$ cat src/rtl/dmem_arbiter_pkg.sv
// rtl/dmem_arbiter_pkg.sv - shared types and helpers for the data-memory arbiter
package dmem_arbiter_pkg;

  typedef enum logic [1:0] {
    ARB_IDLE   = 2'd0,
    ARB_ACCESS = 2'd1,
    ARB_DONE   = 2'd2
  } arb_state_t;

  typedef enum logic {
    OWN_P = 1'b0,
    OWN_D = 1'b1
  } arb_owner_t;

  // A zero-wait memory still needs a one-bit counter to hold the constant 0.
  function automatic int unsigned timer_width(input int unsigned wait_states);
    return (wait_states == 0) ? 1 : $clog2(wait_states + 1);
  endfunction

endpackage

$ cat src/rtl/dmem_wait_timer.sv
// rtl/dmem_wait_timer.sv - loadable down-counter that times memory wait states
module dmem_wait_timer #(
  parameter int unsigned CW = 1
) (
  input  logic          clk,
  input  logic          reset,
  input  logic          load,
  input  logic [CW-1:0] load_val,
  input  logic          dec,
  output logic          zero
);

  logic [CW-1:0] count;

  always_ff @(posedge clk) begin
    if (reset) begin
      count <= '0;
    end else if (load) begin
      count <= load_val;
    end else if (dec && (count != '0)) begin
      count <= count - CW'(1);
    end
  end

  assign zero = (count == '0);

endmodule

$ cat src/rtl/dmem_arbiter.sv
// rtl/dmem_arbiter.sv - shares one single-port data memory between the pipeline and a debug port
module dmem_arbiter
  import dmem_arbiter_pkg::*;
#(
  parameter int unsigned WAIT_STATES = 2,
  parameter int unsigned AW          = 32,
  parameter int unsigned DW          = 32
) (
  input  logic          clk,
  input  logic          reset,
  input  logic          p_req,
  input  logic          p_we,
  input  logic [AW-1:0] p_addr,
  input  logic [DW-1:0] p_wd,
  output logic [DW-1:0] p_rd,
  output logic          p_ack,
  output logic          p_stall,
  input  logic          d_req,
  input  logic          d_we,
  input  logic [AW-1:0] d_addr,
  input  logic [DW-1:0] d_wd,
  output logic [DW-1:0] d_rd,
  output logic          d_ack,
  output logic          mem_en,
  output logic          mem_we,
  output logic [AW-1:0] mem_adr,
  output logic [DW-1:0] mem_wd,
  input  logic [DW-1:0] mem_rd
);

  localparam int unsigned CW = timer_width(WAIT_STATES);

  arb_state_t    state;
  arb_owner_t    owner;
  arb_owner_t    last;
  logic          we_q;
  logic [AW-1:0] addr_q;
  logic [DW-1:0] wd_q;
  logic [DW-1:0] rdata_q;
  logic [DW-1:0] p_rd_hold;
  logic [DW-1:0] d_rd_hold;
  logic          grant_p;
  logic          grant_d;
  logic          grant;
  logic          timer_zero;

  // On contention the port that was not served last wins, so neither can starve.
  always_comb begin
    grant_p = 1'b0;
    grant_d = 1'b0;
    if (state == ARB_IDLE) begin
      if (p_req && d_req) begin
        grant_p = (last == OWN_D);
        grant_d = (last == OWN_P);
      end else begin
        grant_p = p_req;
        grant_d = d_req;
      end
    end
  end

  assign grant = grant_p | grant_d;

  dmem_wait_timer #(
    .CW(CW)
  ) u_timer (
    .clk      (clk),
    .reset    (reset),
    .load     (grant),
    .load_val (CW'(WAIT_STATES)),
    .dec      (state == ARB_ACCESS),
    .zero     (timer_zero)
  );

  always_ff @(posedge clk) begin
    if (reset) begin
      state     <= ARB_IDLE;
      owner     <= OWN_P;
      last      <= OWN_D;
      we_q      <= 1'b0;
      addr_q    <= '0;
      wd_q      <= '0;
      rdata_q   <= '0;
      p_rd_hold <= '0;
      d_rd_hold <= '0;
    end else begin
      case (state)
        ARB_IDLE: begin
          if (grant) begin
            owner  <= grant_d ? OWN_D : OWN_P;
            we_q   <= grant_d ? d_we : p_we;
            addr_q <= grant_d ? d_addr : p_addr;
            wd_q   <= grant_d ? d_wd : p_wd;
            state  <= ARB_ACCESS;
          end
        end
        ARB_ACCESS: begin
          if (timer_zero) begin
            rdata_q <= mem_rd;
            state   <= ARB_DONE;
          end
        end
        ARB_DONE: begin
          if (owner == OWN_P) begin
            p_rd_hold <= rdata_q;
          end else begin
            d_rd_hold <= rdata_q;
          end
          last  <= owner;
          state <= ARB_IDLE;
        end
        default: state <= ARB_IDLE;
      endcase
    end
  end

  assign p_ack   = (state == ARB_DONE) && (owner == OWN_P);
  assign d_ack   = (state == ARB_DONE) && (owner == OWN_D);
  assign p_rd    = p_ack ? rdata_q : p_rd_hold;
  assign d_rd    = d_ack ? rdata_q : d_rd_hold;
  assign p_stall = p_req & ~p_ack;

  // The write strobe fires only in the final access cycle; reset masks it so a cut store never lands.
  assign mem_en  = (state == ARB_ACCESS);
  assign mem_we  = mem_en & timer_zero & we_q & ~reset;
  assign mem_adr = addr_q;
  assign mem_wd  = wd_q;

endmodule
$ cat config.mk
export PLATFORM = sky130hd
export DESIGN_NAME = dmem_arbiter
export DESIGN_NICKNAME = d
export VERILOG_FILES = /design/src/rtl/dmem_arbiter_pkg.sv /design/src/rtl/dmem_wait_timer.sv /design/src/rtl/dmem_arbiter.sv
export SDC_FILE = /design/constraint.sdc
export NUM_CORES = 1
export LEC_CHECK = 0
export CAP_MARGIN = 10
export CORE_AREA = 2 2 142 144
export CTS_CLUSTER_DIAMETER = 200
export DETAILED_ROUTE_END_ITERATION = 10
export DIE_AREA = 0 0 144 146
export PLACE_DENSITY_LB_ADDON = 0.15
export SYNTH_ARGS = -nofsm -noshare
export SYNTH_HDL_FRONTEND = slang
export SYNTH_SLANG_ARGS = --single-unit
$ cat constraint.sdc
create_clock -name clk -period 1.5 [get_ports clk]
set_input_delay 0.3 -clock clk [delete_from_list [all_inputs] [get_ports clk]]
set_output_delay 0.3 -clock clk [all_outputs]
set_load 0.1 [all_outputs]
======== Word level (Yosys, flattened, before mapping) ========
Cells that the tools add are included.
operators by class
  $add $sub $neg .......................... 1
  reductions and logical operators ........ 14
  bitwise operators ....................... 9
  muxes and demuxes ....................... 15
  eq/ne operators ......................... 4
operator list
  cell                                                                      count
  32-bit 2-to-1 mux                                                         4
  2-bit AND reduction                                                       5
  2-bit 2-to-1 mux                                                          4
  1-bit 2-to-1 mux                                                          6
  1-bit AND                                                                 4
  1-bit logical AND                                                         4
  2-bit zero test                                                           2
  1-bit NOT                                                                 4
  2-bit one-hot mux with 2 select lines                                     1
  2-bit nonzero test                                                        2
  2-bit by 1-bit equality test with 1-bit output (second input constant)    1
  2-bit equality test (second input constant)                               1
  2-bit by 1-bit inequality test with 1-bit output (second input constant)  1
  2-bit inequality test (second input constant)                             1
  2-bit OR reduction                                                        1
  2-bit by 1-bit subtractor with 2-bit output (second input constant)       1
  1-bit bitwise OR                                                          1
word-level totals
  output and inout port bits .............. 133
  bits of input ports ..................... 166
  register bits ........................... 167
  word-level logic and storage cells ...... 54

======== Longest topological paths before layout ========
Gate-level depths: netlist of run 1.
  depth after elaboration ................. 6
  gate-level depth with buffers ........... 7
  gate-level depth less buffers ........... 5

======== Modules after synthesis ========
From an unflattened synthesis of run 1, not the netlist that was laid out.
second synthesis, totals
  cell total of the unflattened synthesis .. 749
  area total of the unflattened synthesis .. 6757.7 um^2
modules (own cells, without submodules)
  module           cells an instance  instances  seq. area each (um^2)  area each (um^2)
  dmem_arbiter     735                1          3303.2                 6631.4
  dmem_wait_timer  14                 1          40.0                   126.4

======== Worst setup path before layout of run 1 ========
OpenSTA, ideal clock, no wires.
  kind .................................... reg2out
  from .................................... register state[1]
  to ...................................... output p_stall
  path buffers ............................ 1
  required time ........................... 1.200 ns
  cell stages (with the launch flop) ...... 4
  slack ................................... -0.966 ns
  arrival time ............................ 2.166 ns
  path through ............................ dfxtp_1 nor3b_4 buf_4 nor2b_1
between the ends
  word-level cells in the longest chain between the ends .. 4
RTL lines
  element                 line                 RTL
  start, declared         dmem_arbiter.sv:33   arb_state_t state;
  start signal, assigned  dmem_arbiter.sv:77   state <= ARB_IDLE;
  start signal, assigned  dmem_arbiter.sv:94   state <= ARB_ACCESS;
  start signal, assigned  dmem_arbiter.sv:100  state <= ARB_DONE;
  2-bit equality test     dmem_arbiter.sv:117  assign p_ack = (state == ARB_DONE) && (owner == OWN_P);
  1-bit logical AND       dmem_arbiter.sv:117
  named net p_ack         dmem_arbiter.sv:16   output logic p_ack,
  1-bit NOT               dmem_arbiter.sv:121  assign p_stall = p_req & ~p_ack;
  1-bit AND               dmem_arbiter.sv:121
  end, declared           dmem_arbiter.sv:17   output logic p_stall,
The timed path passes the listed nets, and every way through them passes these cells.

======== Worst setup path after layout of run 1 ========
  from .................................... register owner
  to ...................................... output p_rd[9]
between the ends
  word-level cells in the longest chain between the ends .. 3
RTL lines
  element                 line                 RTL
  start, declared         dmem_arbiter.sv:34   arb_owner_t owner;
  start signal, assigned  dmem_arbiter.sv:90   owner <= grant_d ? OWN_D : OWN_P;
  1-bit NOT               dmem_arbiter.sv:117
  1-bit logical AND       dmem_arbiter.sv:117
  32-bit 2-to-1 mux       dmem_arbiter.sv:119  assign p_rd = p_ack ? rdata_q : p_rd_hold;
  end, declared           dmem_arbiter.sv:15   output logic [DW-1:0] p_rd,
Every way passes these cells.

==> results.ini, run 1 <==
[run_status]
status = complete, but fails checks
failed_checks = setup timing

[route]
via_count = 6518
avgViaCountPerCell = 4.92
post_drt_wl_per_cell_um = 17.3
met1_length_um = 9060
drt_iter0_markers = 283
dr.max_layer_used = met4
dr_wl_met3_um = 1640
dr_wl_met2_um = 11500
firstDrtPassIters = 4
antenna_left = 0
routed_wl_um = 22900
drc = 0

[global_routing]
grt_pass1_wl_um = 35000
grt_max_degree = 52
track_usage = 0.213
first_global_vias = 6537
antenna_found_initial = 0
grt_remaining_overflow = 0

[place]
gp_congestion = 0.797
dp_slack_ps = -492
place_hpwl_um = 15500
portBuffers = 298

[worst_setup_path]
arrival_ps = 1820
cp-end-kind = primary output
required_ps = 1200
startpoint_type = register
worst-path-max-fanout = 7
crit_type = register to primary output

[power_and_ir_drop]
p_total_w = 0.0152
p_leak_nw = 5.01
max-vdd-ir-drop_mv = 0.689
pwr_density_cell_nw_per_um2 = 1190

[sta]
finalHoldViolations = 0
period_share = 1.41
rsz0062_at_grt = true
worst_pin_slew_ps = 328
fin_worst_skew_ps = 9.09
whs_ps = 61.5
finalSetupViolCount = 75
maxSlewHeadroom = 0.781
slew_viol_final = 0
fmax_ghz = 0.472
setup_slack_ps = -619
setup_tns_ps = -40460
period_needed_ps = 2120

[floorplanning]
io_pins = 299
rows = 51
die_h_um = 146
die_area_um2 = 21000
start_util = 0.349
die_w_um = 144
core_area_um2 = 19300

[synthesis]
ys_seq_elements = 167
synth.area.mux_share = 0.107
ys_warn_count = 0
synth_top_family_by_area = simple AND/OR/NAND/NOR gates
synth_cells = 748
yosysTopAreaCell = dfxtp_1
yosysUniqueCellTypes = 27
yosysTopAreaCellShare = 0.495
synth_compound_area_frac = 0.165
synth_seq_area_share = 0.495
syn_area_um2 = 6760
avgSynthCellArea_um2 = 9.03
yosys.area_share.adder = 0.00185
synth_xor_area_frac = 0.00130
synthTopCellsByArea = dfxtp_1 49%, nand2_1 11%, mux2_2 9.0%
syn_nets = 915
synthSimpleGateAreaFrac = 0.183

[cells_and_area]
drive_gt1_frac = 0.286
final_util = 0.661
n_antenna_cell = 0
nNetsFinal = 1213
area_growth_pct = 89.2

[clocking]
clkLatencyLatePin_ps = 420
cts_root_buffer = clkbuf_16
cts.sinks = 167
cts_tree = done
cts_buffers = 17
cts_htree_levels = 4
path_clk_slew_ps = 60
cts.path.max_buffers = 2

[job]
cap_violations = 0

[worst_hold_path]
hold_path.class = input pin to register

[final cells by class]
type / instances / area, um^2
fillers: 1522 / 6550
repair buffers: 348 / 5000
multi-input cells: 510 / 3420
flip-flops and latches: 167 / 3350
clock buffers: 18 / 439
well taps: 265 / 332
clock inverters: 14 / 233
inverters: 2 / 7.51
[critical path, cell delays in order, from the launching register on]
cell and delay [ps]:
dfxtp_2 340, nor3b_4 230, buf_6 170, buf_12 150
mux2_4 330, buf_12 170
[what timing repair did]
action,4_1_cts,5_1_grt
cloned,2,2
setup buffers,5,13
hold buffers,0,0
gates resized for setup,18,19
pin swaps,4,21
setup endpoints to repair,112,127
[state kept, by name (all words and copies together), names as in the netlist]
signal         flops
d_rd_hold         32
mem_adr           32
mem_wd            32
p_rd_hold         32
rdata_q           32
state              2
u_timer.count      2
last               1
owner              1
we_q               1
[synthesized netlist by cell type]
master,count
nand2_1,195
dfxtp_1,167
a21oi_1,99
nor2b_1,66
a311oi_1,65
mux2_2,54
clkbuf_1,42
buf_2,20
mux2_1,10
buf_4,7
nor2_1,3
a21bo_2,2
and2_1,2
and3b_1,2
inv_1,2
a211o_1,1
a21boi_0,1
a221oi_1,1
ha_1,1
nand2b_1,1
nand3b_1,1
nor3_1,1
nor3b_1,1
nor3b_4,1
o21ai_0,1
or2_0,1
xnor2_1,1
[logic make-up after synthesis]
logic type | count (synthesis)
flip-flops | 167
XOR/XNOR | 1
AO/OA/AOI/OAI | 170
AND/OR/NAND/NOR | 274
adder cells (fa/ha/maj) | 1
buffers and inverters | 71
multiplexers | 64
[final timing paths]
kind / startpoint / endpoint / slack, ps / depth (start not counted)
hold reg to reg: rdata_q[14] / rdata_q[14] / 470 / 2
setup / recovery: owner / p_rd[9] / -620 / 5
setup reg to reg: owner / p_rd_hold[28] / -100 / 6
hold / removal: reset / state[1] / 60 / 2
[through the flow]
step,cells,cell area [um^2]
after floorplan,748,7050
after global placement,1272,11700
after detailed placement,1272,11700
after CTS,1311,12600
after global routing,1324,12800
final,1324,12800
[power by group]
group          switching (W)  leakage, nW  total [W]  internal, W
clock                0.00194        0.332    0.00500      0.00306
sequential          0.000334         1.37    0.00512      0.00478
combinational        0.00306         3.31    0.00512      0.00206
[metal layers]
| metal | global-route usage | up-vias |
|---|---|---|
| met3 | 0.0727 | 37 |
| met1 | 0.241 | 3077 |
| met5 | 0 | - |
| met2 | 0.367 | 220 |
| met4 | 0.0784 | 0 |
| li1 | - | 3184 |
[layout by cell type, fill, tap and decap left out, types with 5 or more instances in the layout]
cell,instances
nand2_1,195
buf_6,6
clkbuf_16,19
a21oi_1,99
bufinv_16,5
inv_6,5
a311oi_1,62
dfxtp_1,163
nor2b_1,63
buf_4,23
mux2_4,64
clkdlybuf4s50_1,163
buf_12,150
No activity file was read; power rests on OpenSTA's default activity.
==> inputs of run 2 (changes only) <==
- ABC_AREA: default -> 1
- CORE_AREA: 2 2 142 144 -> 2 2 152 154
- DIE_AREA: 0 0 144 146 -> 0 0 154 156
- REMOVE_ABC_BUFFERS: default -> 1
==> run 2 against run 1 <==
Net effect: the run still ends with setup timing left; core utilization decreased by 2.8 points; global-route usage grew 0.47 points; critical path depth grew 3; wire length up 23%; sequential share of layout area down 2.6 points; flip-flop and latch count is the same; via count up 30%; sequential power is essentially flat; clock power fell by 13%; clock-buffer cell count did not move; worst hold slack gained 93 ps.
==> results.ini, run 2 <==
[sta]
fin_worst_skew_ps = 11.9  ; +2.77 ps
period_share = 1.33  ; -0.0809
finalSetupViolCount = 115  ; +53%
slew_viol_final = 0  ; unchanged
maxSlewHeadroom = 0.636  ; -0.145
fmax_ghz = 0.500  ; +6.1%
worst_pin_slew_ps = 547  ; +218 ps
period_needed_ps = 2000  ; -121 ps
rsz0062_at_grt = true
setup_slack_ps = -498  ; +121 ps
finalHoldViolations = 0  ; unchanged

[global_routing]
grt_pass1_wl_um = 41400  ; +18%
antenna_found_initial = 1  ; +1
grt_remaining_overflow = 0  ; unchanged
track_usage = 0.217  ; +0.00470
first_global_vias = 7897  ; +21%
grt_max_degree = 52  ; unchanged

[floorplanning]
io_pins = 299  ; unchanged
rows = 55  ; +7.8%
die_w_um = 154  ; +6.9%
die_h_um = 156  ; +6.8%
start_util = 0.345  ; -0.00465
die_area_um2 = 24000  ; +14%
core_area_um2 = 22400  ; +16%

[place]
place_hpwl_um = 17900  ; +16%
portBuffers = 298  ; unchanged
gp_congestion = 0.830  ; +4.2%
placed_cells = 1747  ; +37%
placed_area_um2 = 12800  ; +8.9%

[power_and_ir_drop]
p_int_w = 0.00956  ; -3.5%
comb_power_share = 0.407  ; +0.071
pwr-share-clk = 0.273  ; -0.055
seqPwrFrac = 0.320  ; -0.016
sw_frac_of_total = 0.401  ; +0.0510
max-vdd-ir-drop_mv = 0.647  ; -6.2%
pwr_density_cell_nw_per_um2 = 1130  ; -5.5%
p_leak_nw = 7.09  ; +42%
power.switching_w = 0.00639  ; +20%

[synthesis]
synth_enable_flop_cells = 0  ; unchanged
syn_area_um2 = 7710  ; +14%
yosys-top-cells-count = 268 x inv_1, 237 x nand2_1, 167 x dfxtp_1
avgSynthCellArea_um2 = 6.64  ; -27%
async_reset_ff_frac = 0  ; unchanged
synth_most_common_cell = inv_1
synthTopCellsByArea = dfxtp_1 43%, inv_1 13%, nand2_1 12%
synth_cells = 1162  ; +55%
synth_seq_area_share = 0.434  ; -0.0613
ys_warn_count = 0  ; unchanged
yosysTopAreaCell = dfxtp_1
ys.flop_type = dfxtp_1
ys_seq_elements = 167  ; unchanged
yosysUniqueCellTypes = 21  ; -22%
yosysTopAreaCellShare = 0.434  ; -0.0613

[worst_setup_path]
arrival_ps = 1700  ; -120 ps
crit_path_end = p_rd[26]
worstPathCellList = inv_2 > nor2_4 > nand2_4 > clkbuf_16 > nand2_1 > o21ai_2 > inv_2 > buf_12
crit_path_top_delay_cell = dfxtp_2
required_ps = 1200  ; about the same
max_stage_delay_ps = 330  ; about the same
cp-end-kind = primary output
path_common_cell = inv_2
startpoint_type = register
r2r_cells = 8  ; +2
r2r_end = mem_wd[28]
startpoint = state[1]
worst-path-max-fanout = 13  ; +6
worst-r2r-setup-slack_ps = -50  ; +50 ps
crit_type = register to primary output
r2r-start = state[0]

[route]
avgViaCountPerCell = 4.72  ; -4.0%
firstDrtPassIters = 4  ; unchanged
drt_iter0_markers = 371  ; +31%
via_count = 8500  ; +30%
antenna_left = 0  ; unchanged
routed_wl_um = 28100  ; +23%
drc = 0  ; unchanged
post_drt_wl_per_cell_um = 15.6  ; -9.6%

[clocking]
cts.path.max_buffers = 2  ; unchanged
cts_tree = done
clkLatencyLatePin_ps = 430  ; about the same
cts.sinks = 167  ; unchanged
path_clk_slew_ps = 70  ; about the same
cts_htree_levels = 4  ; unchanged
cts_root_buffer = clkbuf_16
cts_hold_buffers = 0  ; unchanged
cts_buffers = 17  ; unchanged

[job]
cap_violations = 0  ; unchanged

[cells_and_area]
final_cell_mix = 233 x inv_1, 228 x nand2_1, 164 x dfxtp_1, 163 x clkdlybuf4s50_1, 161 x nand3_1
fill_cells = 1974  ; +30%
area_growth_pct = 83.7
drive_gt1_frac = 0.263  ; -0.0232
n_antenna_cell = 0  ; unchanged
final_common_cell = inv_1
instances_no_fill = 1799  ; +36%
final_area_um2 = 14200  ; +11%
nNetsFinal = 1668  ; +38%

[run_status]
status = complete, but fails checks
failed_checks = setup timing

[worst_hold_path]
hold_path.class = input pin to register

[run 2: changes by cell type after synthesis, moves of 65 or more]
| cell | delta |
|---|---|
| inv_1 | +266 |
| nand3_1 | +166 |
| nand4_1 | +66 |
| nor2b_1 | -66 |
| a311oi_1 | -65 |
[run 2: critical path, delay by kind of cell, from the launching register on]
kind	cells	cell delay, ps
AOI/OAI and AO/OA	1	70
buffers and inverters	4	520
DFF	1	330
and+or+nand+nor	3	350
[run 2: how the worst min path moves through the flow]
stage | from | cells past startpoint | slack (ps) | end
4_1_cts | reset | 2 | 140 | state[0]
3_5_place_dp | u_timer.count[0] | 2 | 450 | u_timer.count[0]
3_3_place_gp | we_q | 2 | 450 | we_q
5_1_grt | reset | 2 | 140 | state[0]
2_1_floorplan | reset | 1 | 370 | rdata_q[0]
6_report | reset | 2 | 150 | state[0]
[run 2: what timing repair did]
item,in CTS,in global routing
setup endpoints to repair,69,104
gates cloned,2,11
resized for setup,136,35
buffers inserted,2,6
pin swaps,1,11
[run 2: final cells by class]
class                   count  area [um^2]  area share
clock inverters            14          149      0.0105
multi-input cells         641         3290       0.233
inverters                 270         1010      0.0716
flip-flops and latches    167         3350       0.236
repair buffers            404         5560       0.393
clock buffers              18          439      0.0310
well taps                 285          357      0.0252
[run 2: routing by layer]
metal / share of wire / track usage / up-vias
met5: 0.00046 / 0 / -
met2: 0.50 / 0.380 / 283
met4: 0.013 / 0.0547 / 2
met3: 0.088 / 0.0794 / 26
li1: - / - / 4262
met1: 0.40 / 0.252 / 3927
[run 2: kinds of logic (layout without fill, tap and decap cells)]
family	Yosys count	in the layout	synth area share
compound gates	101	101	0.0657
fa+ha+maj	1	1	0.00162
buf+inv	354	706	0.187
flops	167	167	0.434
simple gates	539	539	0.312
[run 2: power by group through the flow]
| stage | Sequential [W] | Combinational (W) | Clock, W |
|---|---|---|---|
| 2_1_floorplan | 0.00653 | 0.00189 | 0 |
| 3_3_place_gp | 0.00517 | 0.00606 | 0 |
| 3_5_place_dp | 0.00517 | 0.00608 | 0 |
| 4_1_cts | 0.00510 | 0.00627 | 0.00445 |
| 5_1_grt | 0.00515 | 0.00679 | 0.00466 |
| 6_report | 0.00511 | 0.00650 | 0.00435 |
[run 2: through the flow]
step	power [W]	setup WS [ps]	TNS, ps	util	hold WS, ps
5_1_grt	0.0166	-590	-44170	0.633	140
6_report	0.0160	-498	-31610	0.633	155
3_5_place_dp	0.0113	-218	-18740	0.572	453
4_1_cts	0.0158	-491	-30030	0.614	144
2_1_floorplan	0.00841	-3580	-359930	-	369
3_3_place_gp	0.0112	-208	-16810	0.572	455
==> inputs of run 3 (changes only) <==
- DONT_BUFFER_PORTS: default -> 1
==> run 3 against run 2 <==
Net effect: the run ends with hold timing, setup timing left; non-clock buffer count fell by 163; worst hold slack got worse by 210 ps; flip-flop and latch count did not move; largest power group unchanged; global-route usage fell by 1.6 points; final area fell by 14%; clock skew rose by 3.4 ps; final cell count fell by 9.1%; maximum frequency fell by 0.80%; die area did not move; combinational power fell by 11%; sequential power fell by 3%; via count fell by 7.2%.
==> results.ini, run 3 (same netlist as run 2, synthesis figures left out) <==
[cells_and_area]
regArea_um2 = 3350  ; about the same
nNetsFinal = 1505  ; -9.8%
final_util = 0.545  ; -0.0882
multi_input_area_um2 = 3660  ; +11%
fill_cells = 2173  ; +10%
drive_gt1_frac = 0.343  ; +0.0806
final_common_cell = inv_1
area_growth_pct = 58.1
final_cell_mix = 226 x inv_1, 200 x nand2_1, 164 x dfxtp_1, 129 x buf_4, 124 x nand3_1
n_antenna_cell = 0  ; unchanged

[clocking]
cts_tree = done
cts_root_buffer = clkbuf_16
cts.path.max_buffers = 2  ; unchanged
cts_buffers = 17  ; unchanged
cts.sinks = 167  ; unchanged
path_clk_slew_ps = 70  ; about the same
clkLatencyLatePin_ps = 430  ; about the same
cts_htree_levels = 4  ; unchanged

[worst_setup_path]
crit_buf_inv = 3  ; -1
max_stage_delay_ps = 360  ; +30 ps
worstPathCellList = nor2_4 > nand2_4 > buf_16 > o21ai_2 > inv_2 > buf_12
path_delay_family = buffers and inverters
r2r-start = state[0]
worst-path-max-fanout = 47  ; +34
crit_type = register to primary output
crit_path_top_delay_cell = dfxtp_4
startpoint_type = register
arrival_ps = 1710  ; about the same
required_ps = 1200  ; about the same
cp-end-kind = primary output
startpoint = state[0]

[global_routing]
grt_pass1_wl_um = 38500  ; -7.0%
first_global_vias = 7287  ; -7.7%
track_usage = 0.201  ; -0.0163
grt_remaining_overflow = 0  ; unchanged
antenna_found_initial = 0  ; -1
grt_max_degree = 104  ; +100%

[sta]
setup_slack_ps = -514  ; -16.1 ps
period_share = 1.34  ; +0.0107
fin_worst_skew_ps = 15.2  ; +3.36 ps
whs_ps = -53.6  ; -208 ps
maxSlewHeadroom = 0.761  ; +0.125
rsz0062_at_grt = true
period_needed_ps = 2010  ; +16.0 ps
setup_tns_ps = -31840  ; -228 ps
finalSetupViolCount = 101  ; -12%
finalHoldViolations = 40  ; +40
worst_pin_slew_ps = 358  ; -188 ps
fmax_ghz = 0.496  ; -0.80%
slew_viol_final = 0  ; unchanged

[route]
firstDrtPassIters = 5  ; +1
antenna_left = 0  ; unchanged
avgViaCountPerCell = 4.82  ; +2.1%
routed_wl_um = 26500  ; -5.6%
post_drt_wl_per_cell_um = 16.2  ; +3.9%
drc = 0  ; unchanged
drt_iter0_markers = 296  ; -20%
via_count = 7892  ; -7.2%

[floorplanning]
die_w_um = 154  ; unchanged
io_pins = 299  ; unchanged
die_area_um2 = 24000  ; unchanged
die_h_um = 156  ; unchanged
core_area_um2 = 22400  ; unchanged
start_util = 0.345  ; unchanged
rows = 55  ; unchanged

[worst_hold_path]
hold_path.class = input pin to register
worstHoldStart = reset

[job]
cap_violations = 0  ; unchanged

[place]
gp_congestion = 0.753  ; -9.3%
portBuffers = 0  ; -100%
dp_slack_ps = -252  ; -33.6 ps
place_hpwl_um = 15600  ; -13%

[power_and_ir_drop]
max-vdd-ir-drop_mv = 0.721  ; +12%
pwr_density_cell_nw_per_um2 = 1240  ; +9.7%
p_total_w = 0.0151  ; -5.6%
p_leak_nw = 6.30  ; -11%

[run_status]
failed_checks = hold timing, setup timing
status = complete, but fails checks

==> run 3: area by class of cell <==
| class | instances | area share |
|---|---|---|
| multi-input cells | 641 | 0.301 |
| repair buffers | 241 | 0.264 |
| well taps | 285 | 0.0293 |
| clock buffers | 19 | 0.0363 |
| clock inverters | 13 | 0.0118 |
| inverters | 270 | 0.0834 |
| flip-flops and latches | 167 | 0.275 |
==> run 3: repair_timing <==
item / CTS / global route
endpoints found under the hold margin: 100 / 100
resized for setup: 137 / 129
buffers inserted: 9 / 10
cloned: 5 / 13
pin swaps: 1 / 39
endpoints found under the setup margin: 69 / 150
==> run 3: final timing paths <==
kind | end | slack [ps] | depth (start not counted)
max | p_rd[11] | -510 | 6
min | rdata_q[17] | -50 | 1
max reg2reg | mem_adr[21] | -40 | 9
min reg2reg | mem_wd[20] | 470 | 2
==> run 3: power by group <==
group,leakage [nW],switching [W],internal (W),total [W]
Sequential,1.37,0.000168,0.00478,0.00495
Clock,0.280,0.00195,0.00238,0.00433
Combinational,4.65,0.00400,0.00177,0.00578
Total,6.30,0.00612,0.00894,0.0151
==> run 3: metal layers <==
metal	GRT usage	routed length, um
met2	0.351	13200
met3	0.0622	1880
met4	0.0512	431
met5	0	0
met1	0.240	11000
==> run 3: worst reg2reg max path, stage by stage (launching register included) <==
cell	delay, ps
dfxtp_4	360
buf_6	120
nor2_4	140
buf_6	120
buf_12	110
nand3_4	160
clkbuf_16	270
nand2_1	80
nand3_1	70
nand2_1	70
==> run 3: stage by stage <==
stage	area (um^2)	cells
after floorplan	7280	1078
after global placement	10200	1569
after detailed placement	10200	1569
after CTS	11300	1615
after global routing	12200	1636
final	12200	1636
